$ cat src/rtl/mem_arbiter_if.sv
// mem_arbiter_if: core port, loader port and memory-macro side of the
// shared instruction/data memory arbiter.
interface mem_arbiter_if #(
  parameter int AW = 32,
  parameter int DW = 32
);
  logic          c_req;
  logic          c_we;
  logic [AW-1:0] c_addr;
  logic [DW-1:0] c_wdata;
  logic [DW/8-1:0] c_be;
  logic          c_gnt;
  logic          c_rvalid;
  logic [DW-1:0] c_rdata;

  logic          l_req;
  logic          l_we;
  logic [AW-1:0] l_addr;
  logic [DW-1:0] l_wdata;
  logic [DW/8-1:0] l_be;
  logic          l_gnt;
  logic          l_rvalid;
  logic [DW-1:0] l_rdata;
  logic          l_lock;

  logic          m_en;
  logic          m_we;
  logic [AW-1:0] m_addr;
  logic [DW-1:0] m_wdata;
  logic [DW/8-1:0] m_be;
  logic [DW-1:0] m_rdata;

  modport slave (
    input  c_req, c_we, c_addr, c_wdata, c_be,
    output c_gnt, c_rvalid, c_rdata,
    input  l_req, l_we, l_addr, l_wdata, l_be, l_lock,
    output l_gnt, l_rvalid, l_rdata,
    output m_en, m_we, m_addr, m_wdata, m_be,
    input  m_rdata
  );

  modport master (
    output c_req, c_we, c_addr, c_wdata, c_be,
    input  c_gnt, c_rvalid, c_rdata,
    output l_req, l_we, l_addr, l_wdata, l_be, l_lock,
    input  l_gnt, l_rvalid, l_rdata,
    input  m_en, m_we, m_addr, m_wdata, m_be,
    output m_rdata
  );
endinterface

$ cat src/rtl/mem_arbiter.sv
// mem_arbiter: round-robin core/loader arbiter for the single-port memory,
// one transaction in flight, fixed read latency, loader lock.
module mem_arbiter #(
  parameter int AW      = 32,
  parameter int DW      = 32,
  parameter int LATENCY = 1
) (
  input  logic       clk,
  input  logic       reset_n,
  mem_arbiter_if.slave bus
);
  typedef enum logic [1:0] {IDLE, WAIT, RESP} state_t;
  typedef enum logic {CORE, LOADER} own_t;

  localparam logic [3:0] CNT_INIT = 4'(LATENCY - 2);

  generate
    if (LATENCY < 1 || LATENCY > 15) begin : g_bad_latency
      $error("mem_arbiter: LATENCY must be within 1..15");
    end
  endgenerate

  state_t state, state_n;
  own_t   owner, owner_n;
  own_t   last, last_n;
  logic [3:0] cnt, cnt_n;
  logic   we_q, we_n;
  logic   c_ok, l_ok, pick_l, grant;

  always_ff @(posedge clk or negedge reset_n) begin
    if (!reset_n) begin
      state <= IDLE;
      owner <= CORE;
      last  <= LOADER;
      cnt   <= 4'd0;
      we_q  <= 1'b0;
    end else begin
      state <= state_n;
      owner <= owner_n;
      last  <= last_n;
      cnt   <= cnt_n;
      we_q  <= we_n;
    end
  end

  // Grant is gated by reset_n so held requests cannot leak out during reset.
  always_comb begin
    c_ok   = bus.c_req & ~bus.l_lock;
    l_ok   = bus.l_req;
    pick_l = l_ok & (~c_ok | (last == CORE));
    grant  = reset_n & (state == IDLE) & (c_ok | l_ok);

    state_n = state;
    owner_n = owner;
    last_n  = last;
    cnt_n   = cnt;
    we_n    = we_q;

    bus.c_gnt    = 1'b0;
    bus.c_rvalid = 1'b0;
    bus.c_rdata  = '0;
    bus.l_gnt    = 1'b0;
    bus.l_rvalid = 1'b0;
    bus.l_rdata  = '0;
    bus.m_en     = 1'b0;
    bus.m_we     = 1'b0;
    bus.m_addr   = '0;
    bus.m_wdata  = '0;
    bus.m_be     = '0;

    unique case (state)
      IDLE: begin
        if (grant) begin
          owner_n   = pick_l ? LOADER : CORE;
          last_n    = owner_n;
          we_n      = pick_l ? bus.l_we : bus.c_we;
          bus.c_gnt = ~pick_l;
          bus.l_gnt = pick_l;
          bus.m_en  = 1'b1;
          bus.m_we  = we_n;
          bus.m_addr  = pick_l ? bus.l_addr : bus.c_addr;
          bus.m_wdata = pick_l ? bus.l_wdata : bus.c_wdata;
          bus.m_be    = pick_l ? bus.l_be : bus.c_be;
          if (LATENCY == 1) begin
            state_n = RESP;
          end else begin
            state_n = WAIT;
            cnt_n   = CNT_INIT;
          end
        end
      end
      WAIT: begin
        if (cnt == 4'd0) state_n = RESP;
        else cnt_n = cnt - 4'd1;
      end
      RESP: begin
        state_n = IDLE;
        if (owner == LOADER) begin
          bus.l_rvalid = 1'b1;
          bus.l_rdata  = we_q ? '0 : bus.m_rdata;
        end else begin
          bus.c_rvalid = 1'b1;
          bus.c_rdata  = we_q ? '0 : bus.m_rdata;
        end
      end
      default: state_n = IDLE;
    endcase
  end
endmodule

$ cat src/flat_wrapper.sv
// flat-port wrapper written by rule: the top's interface ports become plain ports
module mem_arbiter_flat 
#(
  parameter int AW      = 32,
  parameter int DW      = 32,
  parameter int LATENCY = 1
)
  (clk, reset_n, bus_c_req, bus_c_we, bus_c_addr, bus_c_wdata, bus_c_be, bus_c_gnt, bus_c_rvalid, bus_c_rdata, bus_l_req, bus_l_we, bus_l_addr, bus_l_wdata, bus_l_be, bus_l_lock, bus_l_gnt, bus_l_rvalid, bus_l_rdata, bus_m_en, bus_m_we, bus_m_addr, bus_m_wdata, bus_m_be, bus_m_rdata);
  mem_arbiter_if #(.AW(AW), .DW(DW)) bus_i ();
  input  logic clk;
  input  logic reset_n;
  input wire logic [$bits(bus_i.c_req)-1:0] bus_c_req;
  input wire logic [$bits(bus_i.c_we)-1:0] bus_c_we;
  input wire logic [$bits(bus_i.c_addr)-1:0] bus_c_addr;
  input wire logic [$bits(bus_i.c_wdata)-1:0] bus_c_wdata;
  input wire logic [$bits(bus_i.c_be)-1:0] bus_c_be;
  output wire logic [$bits(bus_i.c_gnt)-1:0] bus_c_gnt;
  output wire logic [$bits(bus_i.c_rvalid)-1:0] bus_c_rvalid;
  output wire logic [$bits(bus_i.c_rdata)-1:0] bus_c_rdata;
  input wire logic [$bits(bus_i.l_req)-1:0] bus_l_req;
  input wire logic [$bits(bus_i.l_we)-1:0] bus_l_we;
  input wire logic [$bits(bus_i.l_addr)-1:0] bus_l_addr;
  input wire logic [$bits(bus_i.l_wdata)-1:0] bus_l_wdata;
  input wire logic [$bits(bus_i.l_be)-1:0] bus_l_be;
  input wire logic [$bits(bus_i.l_lock)-1:0] bus_l_lock;
  output wire logic [$bits(bus_i.l_gnt)-1:0] bus_l_gnt;
  output wire logic [$bits(bus_i.l_rvalid)-1:0] bus_l_rvalid;
  output wire logic [$bits(bus_i.l_rdata)-1:0] bus_l_rdata;
  output wire logic [$bits(bus_i.m_en)-1:0] bus_m_en;
  output wire logic [$bits(bus_i.m_we)-1:0] bus_m_we;
  output wire logic [$bits(bus_i.m_addr)-1:0] bus_m_addr;
  output wire logic [$bits(bus_i.m_wdata)-1:0] bus_m_wdata;
  output wire logic [$bits(bus_i.m_be)-1:0] bus_m_be;
  input wire logic [$bits(bus_i.m_rdata)-1:0] bus_m_rdata;
  assign bus_i.c_req = bus_c_req;
  assign bus_i.c_we = bus_c_we;
  assign bus_i.c_addr = bus_c_addr;
  assign bus_i.c_wdata = bus_c_wdata;
  assign bus_i.c_be = bus_c_be;
  assign bus_c_gnt = bus_i.c_gnt;
  assign bus_c_rvalid = bus_i.c_rvalid;
  assign bus_c_rdata = bus_i.c_rdata;
  assign bus_i.l_req = bus_l_req;
  assign bus_i.l_we = bus_l_we;
  assign bus_i.l_addr = bus_l_addr;
  assign bus_i.l_wdata = bus_l_wdata;
  assign bus_i.l_be = bus_l_be;
  assign bus_i.l_lock = bus_l_lock;
  assign bus_l_gnt = bus_i.l_gnt;
  assign bus_l_rvalid = bus_i.l_rvalid;
  assign bus_l_rdata = bus_i.l_rdata;
  assign bus_m_en = bus_i.m_en;
  assign bus_m_we = bus_i.m_we;
  assign bus_m_addr = bus_i.m_addr;
  assign bus_m_wdata = bus_i.m_wdata;
  assign bus_m_be = bus_i.m_be;
  assign bus_i.m_rdata = bus_m_rdata;
  mem_arbiter #(.AW(AW), .DW(DW), .LATENCY(LATENCY)) u_core (.clk(clk), .reset_n(reset_n), .bus(bus_i));
endmodule
$ cat config.mk
export PLATFORM = sky130hd
export DESIGN_NAME = mem_arbiter_flat
export DESIGN_NICKNAME = d
export VERILOG_FILES = /design/src/rtl/mem_arbiter_if.sv /design/src/rtl/mem_arbiter.sv /design/src/flat_wrapper.sv
export SDC_FILE = /design/constraint.sdc
export NUM_CORES = 1
export LEC_CHECK = 0
export CORE_AREA = 3 3 122 124
export DETAILED_ROUTE_END_ITERATION = 6
export DIE_AREA = 0 0 125 127
export DONT_BUFFER_PORTS = 1
export HOLD_SLACK_MARGIN = 0.05
export SLEW_MARGIN = 20
export SYNTH_ARGS = -nofsm -noshare
export SYNTH_HDL_FRONTEND = slang
export SYNTH_SLANG_ARGS = --single-unit
$ cat constraint.sdc
create_clock -name clk -period 3.7 [get_ports clk]
set_input_delay 0.555 -clock clk [delete_from_list [all_inputs] [get_ports clk]]
set_output_delay 0.555 -clock clk [all_outputs]
set_load 0.005 [all_outputs]
==> out/qor.csv, run 1 <==
metric;value;unit
status;completed;
die_h;127;um
worst-path-stages;4;
gr_ovfl_total;0;
fp.coreArea;13880;sq um
dr.first_iter.drc_count;79;
timing.critical_path.to_type;primary output;
path_max_fanout;65;
firstDrtPassIters;4;
fin_total_pwr;0.0004399;W
clk_latency;0.23;ns
worst_slew_pin_slew;1.016;ns
grt_util_all_layers;8.039;%
detailroute.via_count;1729;
detailedPlacementHpwl;7042;um
vdd_ir_drop_max;0.1540;mV
hold_class;in -> async;
antenna_violating_nets_post_route;0;
worst_slew_margin_rel;32.13;%
grt_first_pass_wirelength;9121;um
netlist_instances;212;
finalSetupViolations;0;
syn_area;1428;sq um
cap_viol_max_count;0;
route.detailed.drc;0;
drive_above_1_share;7.216;%
yosysSeqAreaShare;7.099;%
cts_tree;built;
flow.area_growth_from_synthesis;13.94;%
critPathSlowestCell;sky130_fd_sc_hd__buf_4;
gp_congestion;0.8162;
grt_start_max_net_pins;66;
fin_nets;370;
numCtsBuffers;3;
fin_tns_setup;0;ns
std_cell_rows;43;
input_output_buffers;0;
initial_core_util;10.28;%
maxClockFrequency;387.5;MHz
routedWlPerCell;20.99;um
power_per_cell_area;270.4;nW/um^2
num_clock_sinks;4;
cpPeakStageDelay;0.53;ns
worstSetupPathType;reg -> out;
ctsRootBufferMaster;sky130_fd_sc_hd__clkbuf_16;
finClkSkew;0.005367;ns
synthDominantAreaCellType;sky130_fd_sc_hd__a22o_1;
worstSetupStartpointType;flip-flop;
grt_pass1_vias;1363;
finalHoldViolCount;0;
insertedDiodeCount;0;
crit_arrival;2.03;ns
static-leakage-power;0.6191;nW
drt_wl_total;7850;um
antenna_found_initial;6;
fin_crit_sh;69.75;%
netlist_top_cells_area;sky130_fd_sc_hd__a22o_1 (42%), sky130_fd_sc_hd__nor2_1 (17%), sky130_fd_sc_hd__nand2b_1 (15%);
die_area;15880;sq um
worst-endpoint-required;3.14;ns
critical_path_buf_inv_count;1;
num_io_pins;313;
ys.warnings.count;0;
ys_seq_elements;4;
worst-r2r-cell-count;3;
crit_path_cell_chain;nand3b_1 > a21oi_4 > buf_4 > a22o_1;
post-cts-setup-buffer-count;0;
period_minus_slack;2.581;ns
postSynthNetCount;387;
unrepaired_setup_endpoints_after_global_routing;false;
cts_htree_levels;1;
cp_delay_by_family_top;compound AO/OA/AOI/OAI gates;
synth_top_area_share;41.72;%
vias_per_cell;4.623;
yosys.cell_types.count;21;
die_w;125;um
synth_area_per_cell;6.734;sq um
slew_violations;0;
clkSlewWorstSetupHoldPaths;0.03;ns
cts-root-to-sink-buffers;2;
[cell families after synthesis]
family / after synthesis / synth area share, %
simple gates: 103 / 34.79
flops: 4 / 7.099
buf+inv: 30 / 12.45
compound gates: 75 / 45.66
[metal layers]
| layer | track usage (%) | vias to the layer above | share of wire (%) | wire (um) |
|---|---|---|---|---|
| li1 | - | 721 | - | - |
| met1 | 9.188 | 790 | 35 | 2770 |
| met2 | 10.53 | 188 | 43 | 3355 |
| met3 | 6.898 | 18 | 19 | 1472 |
| met4 | 3.508 | 12 | 2.2 | 172 |
| met5 | 0 | - | 1.0 | 79 |
[repair_timing]
action	4_1_cts	5_1_grt
gates resized for setup	0	0
hold endpoints to repair	3	0
hold buffers	1	0
[through the flow]
| stage | utilization (%) | setup WS [ns] | instance area [sq um] | hold WS, ns | std cells |
|---|---|---|---|---|---|
| floorplan | - | 1.805 | 1428 | 0.2594 | 212 |
| global placement | 11.06 | 1.374 | 1535 | 0.2604 | 369 |
| detailed placement | 11.06 | 1.320 | 1535 | 0.2604 | 369 |
| CTS | 11.70 | 1.155 | 1624 | 0.1747 | 374 |
| global route | 11.72 | 1.025 | 1627 | 0.1727 | 374 |
| finish | 11.72 | 1.119 | 1627 | 0.1770 | 374 |
[cell usage in the layout (no fill, tap or decap)]
cell                             n
sky130_fd_sc_hd__a221o_1         1
sky130_fd_sc_hd__clkbuf_1        1
sky130_fd_sc_hd__dfstp_2         1
sky130_fd_sc_hd__nand2b_1       33
sky130_fd_sc_hd__nor2b_4         1
sky130_fd_sc_hd__o21bai_1        1
sky130_fd_sc_hd__nand3b_1        1
sky130_fd_sc_hd__dfrtp_1         3
sky130_fd_sc_hd__dlygate4sd3_1   1
sky130_fd_sc_hd__a21oi_4         1
sky130_fd_sc_hd__nor3b_4         1
sky130_fd_sc_hd__inv_1           1
sky130_fd_sc_hd__a22o_1         68
sky130_fd_sc_hd__inv_2           4
sky130_fd_sc_hd__buf_12          1
sky130_fd_sc_hd__nor2_1         64
sky130_fd_sc_hd__a21o_1          3
sky130_fd_sc_hd__a211oi_1        1
sky130_fd_sc_hd__nor2b_1         1
sky130_fd_sc_hd__buf_4           1
sky130_fd_sc_hd__nand2_1         1
sky130_fd_sc_hd__nand2b_2        1
sky130_fd_sc_hd__clkbuf_16       3
[cells in the mapped netlist]
library cell	instances
sky130_fd_sc_hd__a22o_1	68
sky130_fd_sc_hd__nor2_1	64
sky130_fd_sc_hd__nand2b_1	34
sky130_fd_sc_hd__clkbuf_1	10
sky130_fd_sc_hd__buf_2	7
sky130_fd_sc_hd__buf_6	7
sky130_fd_sc_hd__inv_2	4
sky130_fd_sc_hd__a21o_1	3
sky130_fd_sc_hd__dfrtp_1	3
sky130_fd_sc_hd__a211oi_1	1
sky130_fd_sc_hd__a21oi_2	1
sky130_fd_sc_hd__a221o_1	1
sky130_fd_sc_hd__buf_4	1
sky130_fd_sc_hd__dfstp_2	1
sky130_fd_sc_hd__inv_1	1
sky130_fd_sc_hd__nand2_1	1
sky130_fd_sc_hd__nand3b_1	1
sky130_fd_sc_hd__nor2b_1	1
sky130_fd_sc_hd__nor2b_4	1
sky130_fd_sc_hd__nor3b_2	1
sky130_fd_sc_hd__o21bai_1	1
[registers in the layout, indices dropped and copies added, names as in the netlist]
name          count
u_core.last       1
u_core.we_q       1
u_core.state      1
u_core.owner      1
[layout make-up]
type / instances / area, sq um
clock buffer: 4 / 78.83
fill: 1611 / 12250
inverter: 5 / 18.77
multi-input combinational: 178 / 1165
sequential: 4 / 101.3
tap: 180 / 225.2
timing repair buffer: 3 / 37.54
[path summary, 6_finish.rpt]
kind                                       from  slack (ns)             end
worst max-delay path            u_core.state[1]        1.12  bus_m_addr[12]
max in group asynchronous               reset_n        2.92    u_core.owner
min in group clk                       bus_c_we        0.49     u_core.we_q
worst min register to register     u_core.owner        0.51    u_core.owner
worst min-delay path                    reset_n        0.18     u_core.last
worst max register to register  u_core.state[1]        2.36     u_core.we_q
[report_power, final]
| part | switching, W | internal [W] | total, W | leakage, nW |
|---|---|---|---|---|
| registers | 0.0000196 | 0.0000521 | 0.0000716 | 0.0476 |
| logic | 0.000109 | 0.0000827 | 0.000191 | 0.533 |
| clock network | 0.0000342 | 0.000143 | 0.000177 | 0.0382 |
| total | 0.000162 | 0.000277 | 0.000440 | 0.619 |
[worst register-to-register path: stages (launching register included)]
cell                       delay (ns)
sky130_fd_sc_hd__dfrtp_1         0.40
sky130_fd_sc_hd__nand2b_1        0.20
sky130_fd_sc_hd__o21bai_1        0.28
sky130_fd_sc_hd__a221o_1         0.34
Power figures use the tool's default switching activity.
==> inputs of run 2 (changes only) <==
==> constraint.sdc (replaced) <==
create_clock -name clk -period 2.15 [get_ports clk]
set_input_delay 0.3225 -clock clk [delete_from_list [all_inputs] [get_ports clk]]
set_output_delay 0.3225 -clock clk [all_outputs]
set_load 0.005 [all_outputs]
==> out/qor.csv, run 2 (synthesized netlist as in run 1, its figures left out) <==
metric;value;unit;change
status;completed;;
gr_ovfl_total;0;;unchanged
cp_delay_by_family_top;flip-flops;;
finalSetupViolations;0;;unchanged
detailedPlacementHpwl;6630;um;-5.9%
fin_cells;376;;+0.53%
gp_congestion;0.7892;;-3.3%
drt_wl_total;7564;um;-3.6%
insertedDiodeCount;0;;unchanged
crit_arrival;1.75;ns;-0.28 ns
p_sw;0.0002767;W;+70%
worst-r2r-cell-count;3;;unchanged
fin_tns_setup;0;ns;unchanged
clk_latency;0.23;ns;about the same
cts-root-to-sink-buffers;2;;unchanged
flow.area_growth_from_synthesis;15.69;%;
cts_hold_repair.buffers;1;;unchanged
hold_class;in -> reg;;
cts_resized;0;;unchanged
antenna_found_initial;4;;-2
cpPeakStageDelay;0.57;ns;+0.04 ns
finalHoldViolCount;0;;unchanged
critPathSlowestCell;sky130_fd_sc_hd__dfstp_2;;
cp-startpoint;u_core.last;;
crit_path_cell_chain;nor2b_1 > nor3b_4 > buf_12 > a22o_1;;
drive_above_1_share;7.653;%;+0.44 points
worst-endpoint-required;1.83;ns;-1.31 ns
grt_pass1_vias;1404;;+3.0%
cp-endpoint;bus_m_wdata[10];;
reg2reg_setup_slack;0.82;ns;-1.54 ns
route.detailed.drc;0;;unchanged
std_cell_rows;43;;unchanged
path_max_fanout;69;;+6.2%
routedWlPerCell;20.12;um;-4.2%
die_h;127;um;unchanged
final_cell_mix;sky130_fd_sc_hd__a22o_1 (68), sky130_fd_sc_hd__nor2_1 (64), sky130_fd_sc_hd__nand2b_1 (34);;
die_w;125;um;unchanged
num_io_pins;313;;unchanged
unrepaired_setup_endpoints_after_global_routing;false;;
period_minus_slack;2.069;ns;
slew_violations;0;;unchanged
worst-path-stages;4;;unchanged
fp.coreArea;13880;sq um;unchanged
worst_slew_margin_rel;50.14;%;+18 points
p_sw_share;36.47;%;-0.47 points
critical_path_buf_inv_count;1;;unchanged
maxClockFrequency;483.3;MHz;
die_area;15880;sq um;unchanged
cap_viol_max_count;0;;unchanged
grt_first_pass_wirelength;8811;um;-3.4%
vias_per_cell;4.582;;-0.88%
worstSetupPathType;reg -> out;;
power_per_cell_area;459.3;nW/um^2;+70%
cts_tree;built;;
timing.critical_path.to_type;primary output;;
p_comb_share;44.5;%;+1.0 points
fin_crit_sh;96.23;%;
firstDrtPassIters;4;;unchanged
clkSlewWorstSetupHoldPaths;0.03;ns;about the same
timing.rr.end;u_core.we_q;;
static-leakage-power;0.6306;nW;+1.9%
num_clock_sinks;4;;unchanged
total_instance_count_after_detailed_placement;371;;+0.54%
vdd_ir_drop_max;0.1559;mV;+1.3%
input_output_buffers;0;;unchanged
finClkSkew;0.002499;ns;-0.002867 ns
r2r-start;u_core.state[1];;
worst_slew_pin_slew;0.7479;ns;-0.2676 ns
initial_core_util;10.28;%;unchanged
post-cts-setup-buffer-count;0;;unchanged
grt_start_max_net_pins;72;;+9.1%
numCtsBuffers;3;;unchanged
grt_util_all_layers;7.627;%;-0.41 points
pwr-share-clk;39.3;%;-0.9 points
cts_htree_levels;1;;unchanged
dr.first_iter.drc_count;71;;-10%
antenna_violating_nets_post_route;0;;unchanged
ctsRootBufferMaster;sky130_fd_sc_hd__clkbuf_16;;
share_seq_of_total_power;16.2;%;about the same
layout.cells.most_common;sky130_fd_sc_hd__a22o_1;;
fin_nets;372;;+0.54%
intPower;0.0004820;W;+74%
detailroute.via_count;1723;;-0.35%
worstSetupStartpointType;flip-flop;;
[run 2: cell types whose count changed in the layout (fill, tap and decap cells not counted), sizes merged]
cell	before	now
buf	2	4
[run 2: worst min path at each step]
stage                        start              end  slack [ns]  depth (start not counted)
after global placement     reset_n      u_core.we_q        0.03                          0
final                     bus_c_we      u_core.we_q        0.26                          1
after global routing      bus_c_we      u_core.we_q        0.27                          1
after CTS                 bus_c_we      u_core.we_q        0.26                          1
after floorplan            reset_n     u_core.owner        0.03                          0
after detailed placement   reset_n  u_core.state[1]        0.03                          0
[run 2: layout make-up]
type	instances	area, sq um
timing repair buffer	5	65.06
clock buffer	4	78.83
tap	180	225.2
multi-input combinational	178	1162
sequential	4	101.3
fill	1629	12230
inverter	5	18.77
[run 2: routing by layer]
metal | global-route usage, % | share of wire, %
met4 | 3.380 | 2.3
met2 | 9.965 | 42
met5 | 0 | 0.73
met3 | 4.473 | 17
met1 | 9.975 | 38
[run 2: power by group through the flow]
stage                     sequential (W)  clock, W  combinational (W)
after floorplan                0.0000996         0           0.000307
after global placement          0.000123         0           0.000336
after detailed placement        0.000124         0           0.000338
after CTS                       0.000124  0.000304           0.000344
after global routing            0.000130  0.000313           0.000369
final                           0.000123  0.000298           0.000337
[run 2: stage by stage]
step                      hold slack [ns]  setup slack [ns]  total power (W)  area [sq um]  util (%)
after global routing               0.2700          0.009288        0.0008127          1652     11.90
after CTS                          0.2574           0.06155        0.0007713          1652     11.90
final                              0.2642           0.08095        0.0007586          1652     11.90
after global placement            0.02767            0.3303        0.0004584          1563     11.26
after detailed placement          0.02764            0.2964        0.0004630          1563     11.26
after floorplan                   0.02691            0.6385        0.0004067          1428         -
